--- config.mk ---
export PLATFORM = sky130hd
export DESIGN_NAME = sort_loader
export DESIGN_NICKNAME = d
export VERILOG_FILES = /design/src/rtl/sort_pkg.sv /design/src/rtl/sort_loader.sv
export SDC_FILE = /design/constraint.sdc
export NUM_CORES = 1
export LEC_CHECK = 0
export ABC_AREA = 1
export BUFFER_PORTS_ARGS = -buffer_cell sky130_fd_sc_hd__buf_2
export CORE_ASPECT_RATIO = 1.25
export CORE_UTILIZATION = 31
export CTS_CLUSTER_SIZE = 10
export DETAILED_ROUTE_END_ITERATION = 12
export HOLD_SLACK_MARGIN = 0.06
export PLACE_DENSITY_LB_ADDON = 0.1
export SLEW_MARGIN = 20
export SYNTH_ARGS = -nofsm -noshare
export SYNTH_HDL_FRONTEND = slang
export SYNTH_SLANG_ARGS = --single-unit
--- constraint.sdc ---
create_clock -name clk -period 1.1 [get_ports clk]
set_input_delay 0 -clock clk [delete_from_list [all_inputs] [get_ports clk]]
set_output_delay 0 -clock clk [all_outputs]
set_load 0.005 [all_outputs]
--- src/rtl/sort_pkg.sv ---
// Shared definitions for the bubble-sorter datapath: sample width, frame size
// and the loader/unloader state encoding.
package sort_pkg;

    localparam int SORT_W = 2;
    localparam int SORT_N = 4;

    typedef enum logic {
        COLLECT = 1'b0,
        HOLD    = 1'b1
    } loader_state_t;

endpackage

--- src/rtl/sort_loader.sv ---
// Upstream feeder for the 4-entry sorter: gathers samples into a frame, presents
// it atomically, then holds it for a settle window before taking the next frame.
//
// state   | meaning
// --------+---------------------------------------------------------------
// COLLECT | in_ready=1, samples land in shadow slots; 4th sample loads o1..o4
// HOLD    | in_ready=0, frame held for SETTLE cycles; exit pulses sort_done
module sort_loader
    import sort_pkg::*;
#(
    parameter int W      = SORT_W,
    parameter int SETTLE = 6
) (
    input  logic         clk,
    input  logic         rst_n,
    input  logic [W-1:0] in_data,
    input  logic         in_valid,
    output logic         in_ready,
    output logic [W-1:0] o1,
    output logic [W-1:0] o2,
    output logic [W-1:0] o3,
    output logic [W-1:0] o4,
    output logic         frame_valid,
    output logic         sort_done
);

    localparam int HW = $clog2(SETTLE + 1);

    loader_state_t state, state_nx;
    logic [1:0]    cnt, cnt_nx;
    logic [HW-1:0] hold_cnt, hold_cnt_nx;
    // Only three shadow slots: the 4th sample goes straight to o4 on the load edge.
    logic [SORT_N-2:0][W-1:0] shadow, shadow_nx;
    logic          accept;
    logic          load;
    logic          settle_end;

    always_comb begin
        state_nx    = state;
        cnt_nx      = cnt;
        hold_cnt_nx = hold_cnt;
        shadow_nx   = shadow;
        in_ready    = (state == COLLECT);
        accept      = in_valid && in_ready;
        load        = 1'b0;
        settle_end  = 1'b0;

        case (state)
            COLLECT: begin
                if (accept) begin
                    if (cnt == 2'd3) begin
                        load        = 1'b1;
                        cnt_nx      = 2'd0;
                        hold_cnt_nx = '0;
                        state_nx    = HOLD;
                    end else begin
                        shadow_nx[cnt] = in_data;
                        cnt_nx         = cnt + 2'd1;
                    end
                end
            end
            HOLD: begin
                hold_cnt_nx = hold_cnt + HW'(1);
                if (hold_cnt == HW'(SETTLE - 1)) begin
                    hold_cnt_nx = '0;
                    settle_end  = 1'b1;
                    state_nx    = COLLECT;
                end
            end
            default: state_nx = COLLECT;
        endcase
    end

    always_ff @(posedge clk or negedge rst_n) begin
        if (!rst_n) begin
            state       <= COLLECT;
            cnt         <= 2'd0;
            hold_cnt    <= '0;
            shadow      <= '0;
            o1          <= '0;
            o2          <= '0;
            o3          <= '0;
            o4          <= '0;
            frame_valid <= 1'b0;
            sort_done   <= 1'b0;
        end else begin
            state     <= state_nx;
            cnt       <= cnt_nx;
            hold_cnt  <= hold_cnt_nx;
            shadow    <= shadow_nx;
            sort_done <= settle_end;
            if (load) begin
                o1          <= shadow[0];
                o2          <= shadow[1];
                o3          <= shadow[2];
                o4          <= in_data;
                frame_valid <= 1'b1;
            end
        end
    end

endmodule

==> impl_results.md <==
* Status: complete, but fails checks
* Failing checks: setup timing
* # clock sinks at 22
* CTS HTree Levels at 1
* Final Core Density at 0.445
* TritonCTS buffer count at 3
* RD Place Congestion at 0.701
* Die Height at 64.4 µm
* Max FO, Critical Path at 3
* Syn Nets at 116
* Slowest cell on crit path: dfrtp_2
* Synth area leaders: dfrtp_1 57%, nand2_1 16%, nand3_1 6.2%, nand4_1 5.8%, ha_1 5.2%
* Switching share of power at 0.358
* Via count at 809
* Seq/Total Area, Yosys at 0.571
* Post-synth top area share at 0.571
* EDFF count, synth at 0
* Synth warn at 0
* DR WL/cell at 11.7 µm
* Final setup margin at -0.0237 ns
* Most common cell in the netlist: nand2_1
* Cell Pwr Density at 2560 nW/µm²
* Internal power at 2.15 mW
* Share of layout cells above drive strength 1 at 0.319
* Vias in the first global route at 837
* GR Util All Layers at 0.147
* Worst path bufs/invs at 2
* # rows at 22
* Worst slew pin tran at 0.499 ns
* Post-synth cell types at 14
* Worst clock skew at 0.00865 ns
* Layout area overhead at 35.8%
* Sequential Power Share at 0.408
* Initial DRC count at 21
* CP max stage delay at 0.46 ns
* Min Tclk post-route at 1.12 ns
* CTS clock-pin slew for the worst setup and hold paths at 0.13 ns
* Worst-Skew Late Latency at 0.31 ns
* #FFs+latches synth at 22
* Avg Synthesized Cell Area at 9.02 µm²
* Largest net degree at the start of global routing at 23
* Starting Density at 0.328
* Drt total wl at 2070 µm
* Post-synthesis cell area at 965 µm²
* Clock Path Buffers at 2
* First-pass GRT wire length at 3590 µm
* Placeable Area at 2950 µm²
* Final nets at 151
* Hold Path Class: primary input to asynchronous set/reset pin
* Clk root buf: clkbuf_4
* Worst path required time at 1.31 ns
* Crit path capture type: register
* Critical path startpoint: cnt[0]
* Worst Path Arrival at 1.33 ns
* Setup violators final at 4
* Async set or reset register ratio after synthesis at 1.00
* CP top delay family: flip-flops
* Antenna violations before repair at 0
* Final Hold Fails at 0
* Reg2reg start: cnt[0]
* Ports at 16
* Yosys top cell by area: dfrtp_1
* ANT nets after route at 0
* Psw at 1.20 mW
* Multi-input combinational cell area at 400 µm²
* Register Area at 552 µm²
* Vias per inst at 4.57
* Cells after synthesis at 107
* Fin crit share at 1.02
* Combinational Power Share at 0.407
* Post-synth top cells: 41 x nand2_1, 22 x dfrtp_1, 12 x nand3_1
* Crit start category: register
* RSZ-0062 raised after global routing: true
* CTS tree: yes
* Fmax at 0.890 GHz
* Clock network fraction of total power at 0.186
* Die width at 51.9 µm
* CP Class: register to register
* Top FF cell, synth: dfrtp_1
* VDD IR max at 0.00117 V
* GRT overflow at 0
* Total negative slack at -0.0603 ns
* Max-slew violations at 0
* Max cap viols at 0
* Inserted Diodes at 0
* Post-detail-place hpwl at 1510 µm
* Die area at 3340 µm²
* # port buffers at 15
* DRC Markers at 0
* Worst slew margin at 0.667
* Fillcell total at 292
* DR pass1 iterations at 4
* P_leak at 0.698 nW
* Crit path cell chain: buf_6, ha_2, buf_4, nand4_1, nand2_1
sequential cells by signal, summed over array words and instances (netlist names):
name	cells
shadow	6
hold_cnt	3
cnt	2
o1	2
o2	2
o3	2
o4	2
frame_valid	1
sort_done	1
state	1
kinds of logic (layout without fill, tap and decap cells):
family | after synthesis | in the layout | synth area share
AND/OR/NAND/NOR | 67 | 67 | 0.310
flip-flops | 22 | 22 | 0.571
buffers and inverters | 11 | 45 | 0.0519
adder cells (fa/ha/maj) | 4 | 4 | 0.0519
AO/OA/AOI/OAI | 3 | 3 | 0.0156
per-stage QoR:
| step | total power, mW | setup slack (ns) | cell area, µm² | instances | hold slack [ns] |
|---|---|---|---|---|---|
| 2_1_floorplan | 2.03 | 0.00307 | 965 | 107 | -0.296 |
| 3_3_place_gp | 2.52 | -0.0702 | 1140 | 166 | -0.00753 |
| 3_5_place_dp | 2.56 | -0.0918 | 1140 | 166 | 0.00155 |
| 4_1_cts | 3.27 | -0.0260 | 1260 | 174 | 0.180 |
| 5_1_grt | 3.67 | -0.0704 | 1310 | 177 | 0.212 |
| 6_report | 3.36 | -0.0237 | 1310 | 177 | 0.167 |
cell type report:
class / count / share of cell area
Sequential cell: 22 / 0.421
Timing Repair Buffer: 32 / 0.171
Clock buffer: 3 / 0.0172
Tap cell: 36 / 0.0344
Multi-Input combinational cell: 74 / 0.306
Clock inverter: 1 / 0.0229
Inverter: 9 / 0.0277
layout by cell type, fill, tap and decap left out:
cell           count
inv_1              4
bufinv_16          1
o21ai_1            1
ha_4               1
nand2_8            1
nand2_1           39
inv_2              4
buf_2             15
nand3_1           12
dfrtp_2            1
nand4_1            9
clkbuf_4           3
nor2_4             1
buf_4             10
dfrtp_1           21
ha_1               1
o21ai_0            2
buf_6              3
inv_4              1
dlygate4sd3_1      4
ha_2               2
nor2_1             3
nand2_2            2
power by group through the flow:
| stage | Clock [mW] | Combinational [mW] | Sequential [mW] |
|---|---|---|---|
| floorplan | 0 | 0.677 | 1.35 |
| detailed placement | 0 | 1.20 | 1.36 |
| CTS | 0.652 | 1.27 | 1.34 |
| finish | 0.623 | 1.36 | 1.37 |
| global placement | 0 | 1.17 | 1.35 |
| global route | 0.688 | 1.57 | 1.41 |
repair_timing:
item | in CTS | in global routing
resized for setup | 10 | 8
setup buffers | 0 | 3
hold buffers | 4 | 0
hold endpoints to repair | 31 | 0
endpoints found under the setup margin | 21 | 21
pin swaps | 3 | 2
cloned | 0 | 0
path summary, 6_finish.rpt:
| kind | endpoint | slack (ns) | depth (start not counted) |
|---|---|---|---|
| max in group asynchronous | cnt[0] | 0.57 | 2 |
| min in group clk | frame_valid | 0.47 | 2 |
| min | hold_cnt[0] | 0.17 | 2 |
| max reg2reg | shadow[2] | -0.02 | 5 |
| min reg2reg | frame_valid | 0.47 | 2 |
| max | shadow[2] | -0.02 | 5 |
routing by layer:
| metal | vias up | wire [µm] | part of all wire | global-route usage |
|---|---|---|---|---|
| met3 | 2 | 68 | 0.033 | 0.0214 |
| met4 | 0 | 20 | 0.0097 | 0.0608 |
| met5 | - | 0 | 0 | 0 |
| met2 | 16 | 1080 | 0.52 | 0.268 |
| li1 | 420 | - | - | - |
| met1 | 371 | 897 | 0.43 | 0.163 |
worst register-to-register path, stage by stage (launching register included):
cell and delay (ns):
dfrtp_2 0.46, buf_6 0.13, ha_2 0.17, buf_4 0.13, nand4_1 0.08, nand2_1 0.06
No activity file was read; power rests on OpenSTA's default activity.
